[src/rtl/parking_gate_scheduler_pkg.sv]
// Shared types and default parameters for the parking gate scheduler.
// Optional gate-0 priority is selected with `PARK_GATE0_PRIORITY_EN (see the top module).
package parking_pkg;

  typedef enum logic [1:0] {
    ARB  = 2'd0,
    OPEN = 2'd1,
    GAP  = 2'd2
  } sched_state_t;

  localparam int DEF_N_GATES        = 4;
  localparam int DEF_CAPACITY       = 12;
  localparam int DEF_TIMEOUT_CYCLES = 64;
  localparam int DEF_GAP_CYCLES     = 4;

  function automatic int max_int(input int a, input int b);
    return (a > b) ? a : b;
  endfunction

endpackage

[src/rtl/parking_gate_scheduler_if.sv]
// Gate-side bundle of the parking gate scheduler: requests and sensor pulses in, grants and status out.
// master drives requests and sensors, slave is the scheduler.
interface parking_gate_scheduler_if
  import parking_pkg::*;
#(
  parameter int N_GATES = DEF_N_GATES,
  parameter int CNT_W   = $clog2(DEF_CAPACITY + 1)
);

  // Handshake: entry_req[i] is a level held until grant[i] rises; grant is one-hot
  // and stays high until entry_pass[i] pulses or the barrier times out.
  logic [N_GATES-1:0] entry_req;
  logic [N_GATES-1:0] entry_pass;
  logic               exit_pulse;
  logic [N_GATES-1:0] grant;
  logic               barrier_open;
  logic [CNT_W-1:0]   car_count;
  logic               full;
  logic               timeout_err;
  sched_state_t       state;

  modport master (
    output entry_req, entry_pass, exit_pulse,
    input  grant, barrier_open, car_count, full, timeout_err, state
  );

  modport slave (
    input  entry_req, entry_pass, exit_pulse,
    output grant, barrier_open, car_count, full, timeout_err, state
  );

endinterface

[src/rtl/parking_gate_scheduler_rr_arbiter.sv]
// Combinational round-robin pick: first requester at or after ptr, wrapping.
// Any gate-0 override is applied by the parent before/after this block.
module rr_arbiter #(
  parameter int N = 4,
  parameter int W = (N > 1) ? $clog2(N) : 1
) (
  input  logic [N-1:0] req,
  input  logic [W-1:0] ptr,
  output logic [N-1:0] gnt,
  output logic [W-1:0] idx
);

  always_comb begin
    logic         found;
    int           j;
    logic [W-1:0] j_idx;
    gnt   = '0;
    idx   = '0;
    found = 1'b0;
    j     = 0;
    j_idx = '0;
    for (int i = 0; i < N; i++) begin
      j = int'(ptr) + i;
      if (j >= N) j = j - N;
      j_idx = W'(j);
      if (!found && req[j_idx]) begin
        found      = 1'b1;
        gnt[j_idx] = 1'b1;
        idx        = j_idx;
      end
    end
  end

endmodule

[src/rtl/parking_gate_scheduler.sv]
// Round-robin entry-gate scheduler with barrier timeout and occupancy tracking.
// Define PARK_GATE0_PRIORITY_EN to let gate 0 pre-empt the round-robin order.
module parking_gate_scheduler
  import parking_pkg::*;
#(
  parameter int N_GATES        = DEF_N_GATES,
  parameter int CAPACITY       = DEF_CAPACITY,
  parameter int TIMEOUT_CYCLES = DEF_TIMEOUT_CYCLES,
  parameter int GAP_CYCLES     = DEF_GAP_CYCLES
) (
  input  logic                    clk,
  input  logic                    reset,
  parking_gate_scheduler_if.slave bus
);

  localparam int CNT_W = $clog2(CAPACITY + 1);
  localparam int IDX_W = $clog2(N_GATES);
  localparam int TMR_W = $clog2(max_int(TIMEOUT_CYCLES, GAP_CYCLES)) + 1;

  sched_state_t       state_q, state_d;
  logic [N_GATES-1:0] grant_q, grant_d;
  logic               barrier_q, barrier_d;
  logic               timeout_q, timeout_d;
  logic [CNT_W-1:0]   count_q, count_d;
  logic               full_q, full_d;
  logic [IDX_W-1:0]   rr_ptr_q, rr_ptr_d;
  logic [TMR_W-1:0]   timer_q, timer_d;

  logic [N_GATES-1:0] arb_req;
  logic [N_GATES-1:0] arb_gnt;
  logic [IDX_W-1:0]   arb_idx;
  logic [IDX_W-1:0]   arb_idx_next;
  logic               pass_hit;
  logic               inc;
  logic               dec;

`ifdef PARK_GATE0_PRIORITY_EN
  // Gate 0 is served by the override, so round-robin only sees gates 1..N-1.
  assign arb_req = bus.entry_req & ~N_GATES'(1);
`else
  assign arb_req = bus.entry_req;
`endif

  rr_arbiter #(.N(N_GATES), .W(IDX_W)) u_arb (
    .req (arb_req),
    .ptr (rr_ptr_q),
    .gnt (arb_gnt),
    .idx (arb_idx)
  );

  assign arb_idx_next = (arb_idx == IDX_W'(N_GATES - 1)) ? '0 : arb_idx + 1'b1;

  // Only the granted gate's back sensor closes the barrier.
  assign pass_hit = |(bus.entry_pass & grant_q);

  always_comb begin
    state_d   = state_q;
    grant_d   = '0;
    barrier_d = 1'b0;
    timeout_d = 1'b0;
    rr_ptr_d  = rr_ptr_q;
    timer_d   = timer_q;
    case (state_q)
      ARB: begin
        timer_d = '0;
        if (|bus.entry_req && !full_q) begin
`ifdef PARK_GATE0_PRIORITY_EN
          if (bus.entry_req[0]) begin
            grant_d = N_GATES'(1);
          end else begin
            grant_d  = arb_gnt;
            rr_ptr_d = arb_idx_next;
          end
`else
          grant_d  = arb_gnt;
          rr_ptr_d = arb_idx_next;
`endif
          barrier_d = 1'b1;
          state_d   = OPEN;
        end
      end
      OPEN: begin
        grant_d   = grant_q;
        barrier_d = 1'b1;
        timer_d   = timer_q + 1'b1;
        if (pass_hit) begin
          grant_d   = '0;
          barrier_d = 1'b0;
          timer_d   = '0;
          state_d   = GAP;
        end else if (timer_q == TMR_W'(TIMEOUT_CYCLES - 1)) begin
          grant_d   = '0;
          barrier_d = 1'b0;
          timeout_d = 1'b1;
          timer_d   = '0;
          state_d   = GAP;
        end
      end
      GAP: begin
        timer_d = timer_q + 1'b1;
        if (timer_q == TMR_W'(GAP_CYCLES - 1)) begin
          timer_d = '0;
          state_d = ARB;
        end
      end
      default: begin
        timer_d = '0;
        state_d = ARB;
      end
    endcase
  end

  // A pass and an exit in the same cycle cancel; both ends of the range saturate.
  always_comb begin
    inc     = (state_q == OPEN) && pass_hit;
    dec     = bus.exit_pulse;
    count_d = count_q;
    if (inc && !dec) begin
      if (count_q < CNT_W'(CAPACITY)) count_d = count_q + 1'b1;
    end else if (dec && !inc) begin
      if (count_q != '0) count_d = count_q - 1'b1;
    end
    full_d = (count_d == CNT_W'(CAPACITY));
  end

  always_ff @(posedge clk) begin
    if (reset) begin
      state_q   <= ARB;
      grant_q   <= '0;
      barrier_q <= 1'b0;
      timeout_q <= 1'b0;
      count_q   <= '0;
      full_q    <= 1'b0;
      rr_ptr_q  <= '0;
      timer_q   <= '0;
    end else begin
      state_q   <= state_d;
      grant_q   <= grant_d;
      barrier_q <= barrier_d;
      timeout_q <= timeout_d;
      count_q   <= count_d;
      full_q    <= full_d;
      rr_ptr_q  <= rr_ptr_d;
      timer_q   <= timer_d;
    end
  end

  assign bus.grant        = grant_q;
  assign bus.barrier_open = barrier_q;
  assign bus.timeout_err  = timeout_q;
  assign bus.car_count    = count_q;
  assign bus.full         = full_q;
  assign bus.state        = state_q;

endmodule
[src/flat_wrapper.sv]
// flat-port wrapper written by rule: the top's interface ports become plain ports
module parking_gate_scheduler_flat import parking_pkg::*;
#(
  parameter int N_GATES        = DEF_N_GATES,
  parameter int CAPACITY       = DEF_CAPACITY,
  parameter int TIMEOUT_CYCLES = DEF_TIMEOUT_CYCLES,
  parameter int GAP_CYCLES     = DEF_GAP_CYCLES
)
  (clk, reset, bus_entry_req, bus_entry_pass, bus_exit_pulse, bus_grant, bus_barrier_open, bus_car_count, bus_full, bus_timeout_err, bus_state);
  parking_gate_scheduler_if #(.N_GATES(N_GATES)) bus_i ();
  input  logic clk;
  input  logic reset;
  input wire logic [$bits(bus_i.entry_req)-1:0] bus_entry_req;
  input wire logic [$bits(bus_i.entry_pass)-1:0] bus_entry_pass;
  input wire logic [$bits(bus_i.exit_pulse)-1:0] bus_exit_pulse;
  output wire logic [$bits(bus_i.grant)-1:0] bus_grant;
  output wire logic [$bits(bus_i.barrier_open)-1:0] bus_barrier_open;
  output wire logic [$bits(bus_i.car_count)-1:0] bus_car_count;
  output wire logic [$bits(bus_i.full)-1:0] bus_full;
  output wire logic [$bits(bus_i.timeout_err)-1:0] bus_timeout_err;
  output wire logic [$bits(bus_i.state)-1:0] bus_state;
  assign bus_i.entry_req = bus_entry_req;
  assign bus_i.entry_pass = bus_entry_pass;
  assign bus_i.exit_pulse = bus_exit_pulse;
  assign bus_grant = bus_i.grant;
  assign bus_barrier_open = bus_i.barrier_open;
  assign bus_car_count = bus_i.car_count;
  assign bus_full = bus_i.full;
  assign bus_timeout_err = bus_i.timeout_err;
  assign bus_state = bus_i.state;
  parking_gate_scheduler #(.N_GATES(N_GATES), .CAPACITY(CAPACITY), .TIMEOUT_CYCLES(TIMEOUT_CYCLES), .GAP_CYCLES(GAP_CYCLES)) u_core (.clk(clk), .reset(reset), .bus(bus_i));
endmodule
[config.mk]
export PLATFORM = sky130hd
export DESIGN_NAME = parking_gate_scheduler_flat
export DESIGN_NICKNAME = d
export VERILOG_FILES = /design/src/rtl/parking_gate_scheduler_pkg.sv /design/src/rtl/parking_gate_scheduler_if.sv /design/src/rtl/parking_gate_scheduler_rr_arbiter.sv /design/src/rtl/parking_gate_scheduler.sv /design/src/flat_wrapper.sv
export SDC_FILE = /design/constraint.sdc
export NUM_CORES = 1
export LEC_CHECK = 0
export ABC_AREA = 1
export CAP_MARGIN = 0
export CORE_MARGIN = 2
export CORE_UTILIZATION = 45
export CTS_BUF_LIST = sky130_fd_sc_hd__clkbuf_4 sky130_fd_sc_hd__clkbuf_8 sky130_fd_sc_hd__clkbuf_16
export DETAILED_ROUTE_END_ITERATION = 12
export HOLD_SLACK_MARGIN = 0.02
export PLACE_DENSITY = 0.7
export SYNTH_ARGS = -nofsm -noshare
export SYNTH_HDL_FRONTEND = slang
export SYNTH_SLANG_ARGS = --single-unit
export TNS_END_PERCENT = 10
[constraint.sdc]
create_clock -name clk -period 5.35 [get_ports clk]
set_input_delay 0.8025 -clock clk [delete_from_list [all_inputs] [get_ports clk]]
set_output_delay 0.8025 -clock clk [all_outputs]
set_load 0.03 [all_outputs]
==> out/summary.txt <==
status: completed
cts bufs inserted: 3
WHS Endpoint: u_core.timer_q[0]$_SDFF_PP0_
Post-DRT Antenna Nets: 0
leakage power: 0.902 nW
initial antenna violation count: 0
Worst Reg2Reg Path Length in Cells: 14
syn_nets: 252
Post-layout nets: 278
Final HPWL DP: 2570 um
f_max: 430 MHz
final setup fails: 0
die area: 4110 sq um
CTS Hold Bufs: 0
Reg2Reg Setup Slack: 3020 ps
sequential fraction of the synthesis area: 27.1%
Slew Limit Fails: 0
Mapped Area: 1630 sq um
grt ovf: 0
period utilization: 43.5%
vias in the first global route: 1321
Final Critical Period: 2330 ps
Relative slew margins: 57.1%
setup tns final: 0 ps
row cnt: 21
Netlist cell types: 35
largest net degree at the start of global routing: 14
critical path peak fanout: 13
clock share of power: 9.0%
DRT iter0 DRCs: 65
first-pass GRT wire length: 5710 um
maximum level of the CTS H-tree: 1
diode count: 0
switch share: 51.9%
synth top area cells: dfxtp_1 (27%), nand2_1 (15%), ha_1 (10%)
worst min path class: reg2reg
WL final: 3260 um
WHS Path Cells: 1
Die Height: 64.1 um
Flop pwr share: 25.3%
root buf cell: clkbuf_4
# port buffers: 23
average size of a mapped cell: 7.13 sq um
total number of yosys warnings: 0
Worst EP required: 5570 ps
Switching Power: 0.000522 W
power per cell area: 520 nW/um^2
crit path capture type: register
CTS sink count: 22
die width: 64.1 um
gpl congestion: 0.828
# DRC: 0
Synth top area share: 27.1%
share of cells above drive strength 1: 14.2%
Post-Synthesis Cells: 228
unrepaired setup endpoints after global routing: no
# resized after CTS: 0
routed length per instance: 10.9 um
Worst Max-Slew Pin Slew: 643 ps
RR Startpoint: u_core.rr_ptr_q[0]$_SDFFE_PP0P_
Final Instance Count excl. Fillers: 299
Final Skew: 7.38 ps
Vias/cell: 4.96
Starting Density: 47.6%
Worst-path clk slew: 120 ps
critical path type: reg2reg
HP Start: u_core.timer_q[0]$_SDFF_PP0_
Synth area leader: dfxtp_1
flops & latches, synth: 22
Int Power: 0.000485 W
final hold vios: 0
CP arrival: 2550 ps
worst vdd ir: 252 uV
placed cells: 295
clock buffer depth: 2
DR vias: 1483
Setup Fix Bufs, Post-CTS: 0
Max Cap Viol: 0
CTS tree: yes
Worst R2R End: u_core.rr_ptr_q[1]$_SDFFE_PP0P_
total I/O pin count: 24
TritonRoute pass-1 iters: 5
area delta synth->final: 19.0%
Logic pwr share: 65.7%
Core Region: 3420 sq um
Setup crit start kind: register
Total GRT Usage: 17.1%
clk_lat worst skew: 300 ps
==> per-stage QoR <==
stage	area, sq um	setup slack, ps	hold WS [ps]	power, W	util (%)
6_report	1940	3020	461	0.00101	56.7
5_1_grt	1940	2790	507	0.00110	56.7
4_1_cts	1940	3030	464	0.00101	56.7
3_5_place_dp	1900	2870	446	0.000919	55.6
3_3_place_gp	1900	2900	435	0.000917	55.6
2_1_floorplan	1630	3480	418	0.000764	-
==> metal layers <==
layer	global-route usage (%)	vias up	wire length, um
li1	-	794	-
met3	3.87	0	126
met1	23.6	659	1710
met2	28.3	30	1420
met4	1.86	0	0
met5	0	-	0
==> critical path: stages, from the launching register on <==
cell and delay, ps:
dfxtp_1 760, inv_8 110, ha_1 410, inv_1 120
nand3_2 100, nand2_4 120, nand4_2 120, inv_2 110
nand2_1 50, nand2_1 90, inv_1 40, nand2_1 50
nand3_1 60, nand2_1 50, inv_1 30
==> sequential cells by signal, indices dropped and copies added (netlist names) <==
name	cells
u_core.bus.barrier_open	1
u_core.bus.car_count	4
u_core.bus.full	1
u_core.bus.grant	4
u_core.bus.state	2
u_core.bus.timeout_err	1
u_core.rr_ptr_q	2
u_core.timer_q	7
==> worst max-delay path by stage <==
stage / endpoint / from / cells after the start / slack (ps)
floorplan: u_core.rr_ptr_q[1]$_SDFFE_PP0P_ / u_core.rr_ptr_q[0]$_SDFFE_PP0P_ / 15 / 3480
global placement: u_core.rr_ptr_q[1]$_SDFFE_PP0P_ / bus_entry_req[0] / 14 / 2900
detailed placement: u_core.rr_ptr_q[1]$_SDFFE_PP0P_ / bus_entry_req[0] / 14 / 2870
CTS: u_core.rr_ptr_q[1]$_SDFFE_PP0P_ / u_core.rr_ptr_q[0]$_SDFFE_PP0P_ / 14 / 3030
global route: u_core.rr_ptr_q[1]$_SDFFE_PP0P_ / u_core.rr_ptr_q[0]$_SDFFE_PP0P_ / 15 / 2790
finish: u_core.rr_ptr_q[1]$_SDFFE_PP0P_ / u_core.rr_ptr_q[0]$_SDFFE_PP0P_ / 14 / 3020
==> placed cells by master, fill, tap and decap left out, types with 4 or more instances in the layout <==
cell type / netlist / final
o21ai_0: 4 / 4
nand2_2: 8 / 8
nand4_1: 5 / 5
clkdlybuf4s50_1: 0 / 23
inv_2: 6 / 6
dfxtp_1: 22 / 22
nand2_1: 67 / 67
nand2_4: 5 / 5
xor2_1: 4 / 4
nor2_1: 13 / 13
inv_1: 21 / 21
nand3_2: 4 / 4
ha_1: 13 / 13
nand3_1: 17 / 17
a21oi_1: 12 / 12
==> area by class of cell <==
type,instances,area (sq um)
clock buffers,4,36.3
fillers,329,1480
inverters,29,118
multi-input cells,175,1050
repair buffers,23,230
flip-flops and latches,22,440
well taps,46,57.6
==> power groups by stage <==
stage           clock, W  sequential [W]  combinational, W
4_1_cts        0.0000963        0.000255          0.000663
5_1_grt         0.000102        0.000263          0.000739
3_3_place_gp           0        0.000259          0.000658
6_report       0.0000906        0.000254          0.000662
3_5_place_dp           0        0.000258          0.000660
2_1_floorplan          0        0.000298          0.000466
==> Yosys cell counts <==
cell / n
nand4_1: 5
inv_2: 6
o211ai_1: 1
inv_1: 21
xnor2_1: 1
clkbuf_1: 1
nand3_1: 17
or2_1: 1
nand3_2: 4
xor2_1: 4
dfxtp_1: 22
nor2_4: 1
nand2_4: 5
o31ai_1: 1
nor2_2: 1
o41ai_1: 1
buf_6: 1
nor3_1: 1
nand2_8: 2
clkinv_2: 1
a31oi_1: 3
nand2_1: 67
nand3b_4: 1
nor3b_1: 1
inv_8: 1
nor3_4: 1
ha_1: 13
o21ai_1: 3
a22oi_1: 2
o21ai_0: 4
nand4_2: 1
a21oi_1: 12
nand2_2: 8
nor2_1: 13
nor4_1: 1
==> kinds of logic (layout without fill, tap and decap cells) <==
group,Yosys count,after routing,share of synthesized area [%]
buf+inv,31,56,8.15
simple gates,130,130,42.7
fa+ha+maj,13,13,10.0
flops,22,22,27.1
xor+xnor,5,5,2.69
compound gates,27,27,9.38
Power figures use the tool's default switching activity.
